==> src/rtl/nmcu_pkg.sv <==
// nmcu_pkg: definitions shared by the NMCU control and read-back blocks.
// Holds the drain state encoding, the dimension-field width helper and the
// default bus widths used by both nmcu_ctrl and nmcu_out_drain.
package nmcu_pkg;

    localparam int NMCU_ADDR_WIDTH    = 16;
    localparam int NMCU_DATABUS_WIDTH = 32;
    localparam int NMCU_MAX_INPUT_DIM = 16;

    typedef enum logic [2:0] {
        DRN_IDLE,
        DRN_REQ,
        DRN_READ,
        DRN_GAP,
        DRN_FLUSH,
        DRN_DONE
    } drain_state_t;

    // Width of a row/column count field able to hold 0..max_dim inclusive.
    function automatic int nmcu_dim_w(input int max_dim);
        return $clog2(max_dim) + 1;
    endfunction

endpackage

==> src/rtl/nmcu_drain_fifo.sv <==
// nmcu_drain_fifo: small synchronous first-word-fall-through FIFO.
// The head entry is visible on o_data whenever o_valid is high; o_data is
// forced to zero while empty so the stream bus idles at a known value.
// DEPTH must be a power of two so the pointers wrap naturally.
module nmcu_drain_fifo #(
    parameter int DEPTH = 4,
    parameter int WIDTH = 33
) (
    input  logic                     clk,
    input  logic                     rst,
    input  logic                     i_push,
    input  logic [WIDTH-1:0]         i_data,
    input  logic                     i_pop,
    output logic                     o_valid,
    output logic [WIDTH-1:0]         o_data,
    output logic [$clog2(DEPTH):0]   o_occ
);
    localparam int AW = $clog2(DEPTH);

    logic [WIDTH-1:0]      r_mem [DEPTH];
    logic [AW-1:0]         r_wptr;
    logic [AW-1:0]         r_rptr;
    logic [AW:0]           r_occ;
    logic                  w_pop;

    // A pop on an empty FIFO is dropped rather than corrupting the pointers.
    assign w_pop   = i_pop && (r_occ != '0);
    assign o_valid = (r_occ != '0);
    assign o_data  = o_valid ? r_mem[r_rptr] : '0;
    assign o_occ   = r_occ;

    // Pointer and occupancy bookkeeping; push+pop together keeps occupancy.
    always_ff @(posedge clk) begin
        if (rst) begin
            r_wptr <= '0;
            r_rptr <= '0;
            r_occ  <= '0;
        end else begin
            if (i_push) r_wptr <= r_wptr + 1'b1;
            if (w_pop)  r_rptr <= r_rptr + 1'b1;
            case ({i_push, w_pop})
                2'b10:   r_occ <= r_occ + 1'b1;
                2'b01:   r_occ <= r_occ - 1'b1;
                default: r_occ <= r_occ;
            endcase
        end
    end

    // Storage array; contents need no reset since reads are gated by occupancy.
    always_ff @(posedge clk) begin
        if (i_push) r_mem[r_wptr] <= i_data;
    end

endmodule

==> src/rtl/nmcu_out_drain.sv <==
// nmcu_out_drain: reads the W x H convolution result region back from the
// shared memory after nmcu_ctrl finishes and streams it out row-major with a
// last flag through a small skid FIFO. The memory bus is held only between
// grant and the final read.
// Optional build macro NMCU_DRAIN_RELU_EN: clamp negative words to zero on
// the push path (no extra latency). Undefined: words pass bit-exact.
module nmcu_out_drain
    import nmcu_pkg::*;
#(
    parameter int ADDR_WIDTH    = NMCU_ADDR_WIDTH,
    parameter int DATABUS_WIDTH = NMCU_DATABUS_WIDTH,
    parameter int MAX_INPUT_DIM = NMCU_MAX_INPUT_DIM,
    parameter int FIFO_DEPTH    = 4,
    localparam int DIM_W        = nmcu_dim_w(MAX_INPUT_DIM)
) (
    input  logic                     clk,
    input  logic                     rst,
    input  logic                     start,
    output logic                     done,
    output logic                     busy,
    input  logic [ADDR_WIDTH-1:0]    output_addr,
    input  logic [DIM_W-1:0]         full_output_width,
    input  logic [DIM_W-1:0]         full_output_height,
    output logic                     bus_req,
    input  logic                     bus_gnt,
    output logic                     mem_sel,
    output logic                     mem_w,
    output logic [ADDR_WIDTH-1:0]    address_bus,
    input  logic [DATABUS_WIDTH-1:0] data_bus,
    input  logic                     ready,
    output logic                     m_valid,
    output logic [DATABUS_WIDTH-1:0] m_data,
    output logic                     m_last,
    input  logic                     m_ready
);
    localparam int CW = 2 * DIM_W;
    localparam int OW = $clog2(FIFO_DEPTH) + 1;
    localparam logic [OW-1:0] DEPTH_L = OW'(FIFO_DEPTH);

    drain_state_t            r_state;
    logic [ADDR_WIDTH-1:0]   r_base;
    logic [CW-1:0]           r_count;
    logic [CW-1:0]           r_rd_idx;
    logic                    r_bus_req;
    logic                    r_mem_sel;
    logic                    r_done;

    logic [CW-1:0]           w_count;
    logic [CW-1:0]           w_idx_nxt;
    logic                    w_is_last;
    logic                    w_push;
    logic                    w_pop;
    logic                    w_space;
    logic [DATABUS_WIDTH-1:0] w_push_data;
    logic [DATABUS_WIDTH:0]  w_fifo_q;
    logic                    w_fifo_valid;
    logic [OW-1:0]           w_occ;

    assign w_count   = CW'(full_output_width) * CW'(full_output_height);
    assign w_idx_nxt = r_rd_idx + CW'(1);
    assign w_is_last = (w_idx_nxt == r_count);
    assign w_push    = (r_state == DRN_READ) && r_mem_sel && ready;
    assign w_pop     = w_fifo_valid && m_ready;
    // Room for one more word by the next edge: a pop this cycle frees a slot.
    assign w_space   = (w_occ < DEPTH_L) || w_pop;

`ifdef NMCU_DRAIN_RELU_EN
    assign w_push_data = data_bus[DATABUS_WIDTH-1] ? '0 : data_bus;
`else
    assign w_push_data = data_bus;
`endif

    assign done        = r_done;
    assign busy        = (r_state != DRN_IDLE);
    assign bus_req     = r_bus_req;
    assign mem_sel     = r_mem_sel;
    assign mem_w       = 1'b0;
    assign address_bus = r_mem_sel ? (r_base + ADDR_WIDTH'(r_rd_idx)) : '0;
    assign m_valid     = w_fifo_valid;
    assign m_data      = w_fifo_q[DATABUS_WIDTH-1:0];
    assign m_last      = w_fifo_q[DATABUS_WIDTH];

    // Drain sequencer: bus ownership, one outstanding read, completion pulse.
    always_ff @(posedge clk) begin
        if (rst) begin
            r_state   <= DRN_IDLE;
            r_base    <= '0;
            r_count   <= '0;
            r_rd_idx  <= '0;
            r_bus_req <= 1'b0;
            r_mem_sel <= 1'b0;
            r_done    <= 1'b0;
        end else begin
            case (r_state)
                DRN_IDLE: begin
                    if (start) begin
                        r_base   <= output_addr;
                        r_count  <= w_count;
                        r_rd_idx <= '0;
                        if (w_count == '0) begin
                            r_state <= DRN_DONE;
                        end else begin
                            r_state   <= DRN_REQ;
                            r_bus_req <= 1'b1;
                        end
                    end
                end
                DRN_REQ: begin
                    if (bus_gnt) begin
                        r_state   <= DRN_READ;
                        r_mem_sel <= w_space;
                    end
                end
                DRN_READ: begin
                    if (r_mem_sel) begin
                        if (ready) begin
                            r_mem_sel <= 1'b0;
                            r_rd_idx  <= w_idx_nxt;
                            if (w_is_last) begin
                                r_state   <= DRN_FLUSH;
                                r_bus_req <= 1'b0;
                            end else begin
                                r_state <= DRN_GAP;
                            end
                        end
                    end else if (w_space) begin
                        // FIFO was full; start the read once a slot frees up.
                        r_mem_sel <= 1'b1;
                    end
                end
                DRN_GAP: begin
                    r_state   <= DRN_READ;
                    r_mem_sel <= w_space;
                end
                DRN_FLUSH: begin
                    // Final word is in the FIFO on entry; leave on its handshake.
                    if (w_pop && (w_occ == OW'(1))) begin
                        r_state <= DRN_DONE;
                        r_done  <= 1'b1;
                    end
                end
                DRN_DONE: begin
                    // Arrived from FLUSH with done already raised: finish now.
                    // Arrived from a zero-size start: raise done one cycle later.
                    if (r_done) begin
                        r_done  <= 1'b0;
                        r_state <= DRN_IDLE;
                    end else begin
                        r_done <= 1'b1;
                    end
                end
                default: r_state <= DRN_IDLE;
            endcase
        end
    end

    nmcu_drain_fifo #(
        .DEPTH (FIFO_DEPTH),
        .WIDTH (DATABUS_WIDTH + 1)
    ) u_fifo (
        .clk     (clk),
        .rst     (rst),
        .i_push  (w_push),
        .i_data  ({w_is_last, w_push_data}),
        .i_pop   (w_pop),
        .o_valid (w_fifo_valid),
        .o_data  (w_fifo_q),
        .o_occ   (w_occ)
    );

endmodule

==> config.mk <==
export PLATFORM = sky130hd
export DESIGN_NAME = nmcu_out_drain
export DESIGN_NICKNAME = d
export VERILOG_FILES = /design/src/rtl/nmcu_pkg.sv /design/src/rtl/nmcu_drain_fifo.sv /design/src/rtl/nmcu_out_drain.sv
export SDC_FILE = /design/constraint.sdc
export NUM_CORES = 1
export LEC_CHECK = 0
export ABC_AREA = 1
export CAP_MARGIN = 20
export CORE_MARGIN = 3
export CORE_UTILIZATION = 40
export CTS_CLUSTER_SIZE = 25
export DETAILED_ROUTE_END_ITERATION = 7
export PLACE_DENSITY = 0.6
export SLEW_MARGIN = 20
export SYNTH_ARGS = -nofsm -noshare
export SYNTH_HDL_FRONTEND = slang
export SYNTH_SLANG_ARGS = --single-unit
==> constraint.sdc <==
create_clock -name clk -period 4.57 [get_ports clk]
set_clock_uncertainty 0.05 [all_clocks]
set_input_delay 0.457 -clock clk [delete_from_list [all_inputs] [get_ports clk]]
set_output_delay 0.457 -clock clk [all_outputs]
set_load 0.005 [all_outputs]
-- Word level (Yosys, flattened, before mapping)
Memories as Yosys holds them, arrays and structs flattened. A register that Yosys moved wholly into a read port is not among the register bits.
Index checks and enable logic that the tools add are counted.
- register bits after elaboration: 49
- bits in writable memories: 132
- input port bits: 64
- logic and storage cells: 90
- memories: 1
- $add $sub $neg: 6
- multipliers: 1
- $lt $le $gt $ge: 1
- equality and inequality tests: 17
- multiplexer cells: 34
- reductions and logical operators: 20
- memory list (memory ; depth ; bits a word ; read ports ; clocked after memory_dff ; wr ports ; RTL line ; RTL):
    u_fifo.r_mem ; 4 ; 33 ; 1 ; 1 ; 1 ; nmcu_drain_fifo.sv:20 ; logic [WIDTH-1:0] r_mem [DEPTH];
- operators by type and width (operator ; number):
    $mux W33 ; 1
    $mux W10 ; 3
    $mux W3 ; 8
    $pmux W10 S2 ; 1
    $pmux W3 S6 ; 1
    $add A16 B10 Y16 ; 1
    $mux W16 ; 1
    $ne A2 B2 Y1 const B ; 8
    $mux W1 ; 13
    $reduce_and A6 Y1 ; 2
    $add A10 B1 Y10 const B ; 1
    $eq A10 B10 Y1 ; 1
    $logic_not A10 Y1 ; 1
    $mul A5 B5 Y10 ; 1
    $reduce_bool A3 Y1 ; 3
    $eq A3 B1 Y1 const B ; 2
    $eq A3 B2 Y1 const B ; 2
    $eq A3 B3 Y1 const B ; 2
    $pmux W3 S2 ; 1
    $reduce_and A2 Y1 ; 3
    $reduce_bool A2 Y1 ; 3
    $logic_and A1 B1 Y1 ; 5
    $add A2 B1 Y2 const B ; 2
    $mux W2 ; 2
    10 further kinds ; 11

-- Depth between registers and ports, before layout
- depth after elaboration: 6
- gate-level depth with buffers: 21
- depth with buffers taken out: 21

-- Cells and area by module
A second synthesis with hierarchy kept.
- cells, all modules: 1021
- area total of the unflattened synthesis: 9122.5 sq um
- by module, submodules not included (module ; times used ; cells each ; area each (sq um) ; seq. area each (sq um)):
    nmcu_drain_fifo ; 1 ; 455 ; 5570.3 ; 4144.0
    nmcu_out_drain ; 1 ; 566 ; 3552.2 ; 840.8

-- Worst setup path after synthesis
No wires, ideal clock.
- kind: input -> register
- start: in full_output_height[4]
- end: reg r_state[2]
- setup time: 70 ps
- arrival time: 3358 ps
- path slack: 1092 ps
- cell stages on the path: 19
- path buffers: 0
- path through: nand2_1 fa_1 fa_1 inv_1 fa_1 ha_1 a21oi_1 nand2_1 nand2_1 nand2_1 nand2_1 nand2_1 nor2_1 nand3_1 nand2_1 inv_1 nand2_1 nand2_1 a21oi_1
- cells in the longest elaborated chain, start to end: 5
- ends and longest elaborated chain (element ; RTL line ; RTL):
    from (decl) ; nmcu_out_drain.sv:23 ; input logic [DIM_W-1:0] full_output_height,
    $mul A5 B5 Y10 ; nmcu_out_drain.sv:59 ; assign w_count = CW'(full_output_width) * CW'(full_output_height);
    $logic_not A10 Y1 ; nmcu_out_drain.sv:100 ; if (w_count == '0) begin
    $mux W3 ; nmcu_out_drain.sv:100 ;
    $mux W3 ; nmcu_out_drain.sv:96 ; if (start) begin
    $pmux W3 S6 ; nmcu_out_drain.sv:94 ; case (r_state)
    to (signal assigned) ; nmcu_out_drain.sv:101 ; r_state <= DRN_DONE;
    to (signal assigned) ; nmcu_out_drain.sv:103 ; r_state <= DRN_REQ;
    to (signal assigned) ; nmcu_out_drain.sv:110 ; r_state <= DRN_READ;
    to (decl) ; nmcu_out_drain.sv:40 ; drain_state_t r_state;
Every way passes these cells. The select of a mux whose other input is x is not followed.
A chain may end at the register's enable or synchronous reset.

-- Final worst setup path
Same ends and word-level chain as after synthesis.

==> flow_metrics.py <==
metrics = {
    "status": {
        "status": "completed",
    },
    "layout": {
        "area_delta_synth_final_pct": 23.4,
        "antennaDiodeCount": 0,
        "final_cell_mix": "nor2_1 (190), nand2_1 (154), edfxtp_1 (132), clkdlybuf4s50_1 (117), o21ai_0 (109)",
        "final_cells": 1404,
        "final_nets": 1223,
        "final_common_cell": "nor2_1",
        "drive_gt1_frac": 0.0605,
    },
    "placement": {
        "portBuffers": 117,
        "dp_hpwl_mm": 13.3,
        "gp_congestion": 0.843,
        "dpl.cell_count": 1371,
        "dp_slack_ps": 247,
    },
    "setup_path": {
        "reg2regPathDepth": 11,
        "critPathArrivalTime_ps": 4220,
        "reg2reg_from": "r_state[0]$_SDFFE_PP0P_",
        "crit_type": "input pin to flop",
        "required_ps": 4880,
        "ff2ff_setup_slack_ps": 1970,
        "endpoint": "r_state[2]$_SDFFE_PP0P_",
        "critPathLaunch": "full_output_height[4]",
        "r2r_end": "r_rd_idx[0]$_SDFFE_PP0P_",
        "start_kind": "input pin",
        "worst-path-max-fanout": 5,
        "endpoint_kind": "flop",
    },
    "floorplan": {
        "fp.dieArea_um2": 24400,
        "die_w_um": 156,
        "core-area_um2": 22000,
        "start_util": 0.410,
        "placementRows": 54,
        "die_h_um": 156,
        "ioPinCount": 119,
    },
    "sta": {
        "period_minus_slack_ps": 3910,
        "drv_slew": 0,
        "maxSlewHeadroom": 0.406,
        "rsz0062_at_grt": "no",
        "worst_pin_slew_ps": 890,
        "setup_viol": 0,
        "max_clock_freq_ghz": 0.256,
        "finalCritPeriodShare": 0.855,
        "fin_ws_ps": 661,
        "setup_tns_ps": 0,
        "finalHoldViolCount": 0,
        "whs_ps": 433,
    },
    "clocking": {
        "ctsHoldBuffers": 0,
        "cts_made_buffers": 17,
        "h-tree-depth": 4,
        "clk_transition_reported_paths_ps": 70,
        "ctsResizeCount": 0,
        "root_buffer": "clkbuf_16",
        "cts_tree": "built",
        "postCtsSetupRepairBufs": 0,
        "clock_latency_ps": 420,
        "clkSinkCount": 183,
        "clk_path_buf_depth": 2,
    },
    "synthesis": {
        "yosys-mux-area-fraction": 0,
        "yosysSeqAreaShare": 0.552,
        "synthXorXnorAreaFrac": 0.00388,
        "synth-edff-count": 132,
        "synth_cell_types": 37,
        "yosysTopAreaCellShare": 0.439,
        "synth_area_leaders": "edfxtp_1 (44%), dfxtp_1 (11%), nor2_1 (8.1%), nand2_1 (6.4%), o21ai_0 (6.0%)",
        "synth-simple-area-share": 0.190,
        "yosys_warnings": 0,
        "synth_fa_ha_area_frac": 0.0748,
        "ys_seq_elements": 183,
        "yosysTopAreaCell": "edfxtp_1",
        "synth_compound_area_frac": 0.122,
        "syn_nets": 1114,
        "synth_top_family_by_area": "simple AND/OR/NAND/NOR gates",
        "syn_area_um2": 9030,
        "synthFlopType": "edfxtp_1",
        "synthCells": 1002,
        "ys_async_sr_fraction": 0,
        "syn_area_per_cell_um2": 9.01,
    },
    "job": {
        "drv.max_cap_violation_count": 0,
    },
    "pwr": {
        "p_leak_nw": 4.39,
        "power.density_nw_per_um2": 460,
        "vdd_drop_max_mv": 0.308,
    },
    "global_routing": {
        "grt_pass1_wl_mm": 33.8,
        "grt_antenna_before_repair": 0,
        "grt_pass1_vias": 6734,
        "overflow": 0,
        "grtUsageTotal": 0.173,
        "grt_start_max_net_pins": 67,
    },
    "detailed_routing": {
        "wl_per_cell_um": 14.9,
        "vias": 6974,
        "drtAntennaViolNets": 0,
        "first_pass_iters": 5,
        "dr.first_iter.drc_count": 454,
        "wl_mm": 20.9,
        "drc": 0,
        "via_per_inst": 4.97,
    },
    "worst_hold_path": {
        "hold_class": "flop to flop",
    },
}
-- cells by family after synthesis --
group / after synthesis
buf+inv: 136
simple gates: 416
compound gates: 214
flops: 183
xor+xnor: 4
other cells: 1
fa+ha+maj: 48
-- worst max-delay path, cell delays in order --
cell,delay (ps)
clkdlybuf4s50_1,550
nand2_1,120
fa_1,530
fa_1,540
inv_1,50
fa_1,480
ha_1,380
a21oi_1,200
nand2_1,130
nand2_1,100
nand2_1,50
nand2_1,60
nand2_1,60
nor2_1,80
nand3_1,120
nand2_1,80
inv_1,30
nand2_1,50
nand2_1,40
a21oi_1,110
-- final cells by class --
type,count,area (um^2)
fill,2033,10900
sequential,183,4990
multi-input combinational,683,3560
timing repair buffer,127,1260
clock buffer,17,425
inverter,99,372
tap,280,350
clock inverter,15,193
-- through the flow --
| step | utilization | power (W) | area [um^2] |
|---|---|---|---|
| floorplan | - | 0.00294 | 9030 |
| global placement | 0.477 | 0.00367 | 10500 |
| detailed placement | 0.477 | 0.00368 | 10500 |
| CTS | 0.505 | 0.00516 | 11100 |
| global route | 0.506 | 0.00547 | 11100 |
| finish | 0.506 | 0.00513 | 11100 |
-- per-layer routing --
layer | track usage | vias to the layer above | wire length (um)
met3 | 0.0384 | 4 | 1120
met4 | 0.0338 | 0 | 85
met1 | 0.234 | 3242 | 9690
met2 | 0.289 | 156 | 9970
met5 | 0 | - | 0
li1 | - | 3572 | -
-- synthesized netlist by cell type (4+ instances only) --
cell type	instances
inv_1	92
buf_1	8
dfxtp_1	51
fa_1	10
nor2_1	194
nand2_1	154
nand3b_1	4
ha_1	38
o211ai_1	4
edfxtp_1	132
inv_2	7
nand3_1	43
o21ai_0	109
a21oi_1	91
nor2_4	4
clkbuf_1	26
-- power breakdown --
group          leakage [nW]  switching [W]  internal [W]
registers              1.61      0.0000784       0.00189
clock network         0.296       0.000729      0.000749
logic                  2.49       0.000979      0.000706
total                  4.39        0.00179       0.00334
-- worst min-delay path by stage --
| stage | endpoint | slack (ps) | cells after the start | from |
|---|---|---|---|---|
| after CTS | u_fifo.r_rptr[0]$_SDFFE_PP0P_ | 430 | 1 | u_fifo.r_rptr[0]$_SDFFE_PP0P_ |
| after floorplan | flop | 390 | 1 | u_fifo.r_rptr[0]$_SDFFE_PP0P_ |
| after global placement | u_fifo.r_rptr[0]$_SDFFE_PP0P_ | 410 | 1 | u_fifo.r_rptr[0]$_SDFFE_PP0P_ |
| after detailed placement | flop | 410 | 1 | u_fifo.r_rptr[0]$_SDFFE_PP0P_ |
| final | r_count[2]$_SDFFE_PP0P_ | 430 | 2 | r_count[2]$_SDFFE_PP0P_ |
| after global routing | u_fifo.r_rptr[0]$_SDFFE_PP0P_ | 450 | 1 | u_fifo.r_rptr[0]$_SDFFE_PP0P_ |
-- sequential cells by signal, indices dropped and copies added, names as in the netlist, 2 cells and up, named ones only --
signal and cells:
r_rd_idx 10, r_count 10, u_fifo.r_rptr 2, u_fifo.r_mem 132, u_fifo.r_wptr 2, r_state 3, u_fifo.o_occ 3, r_base 16
Power figures use the tool's default switching activity.
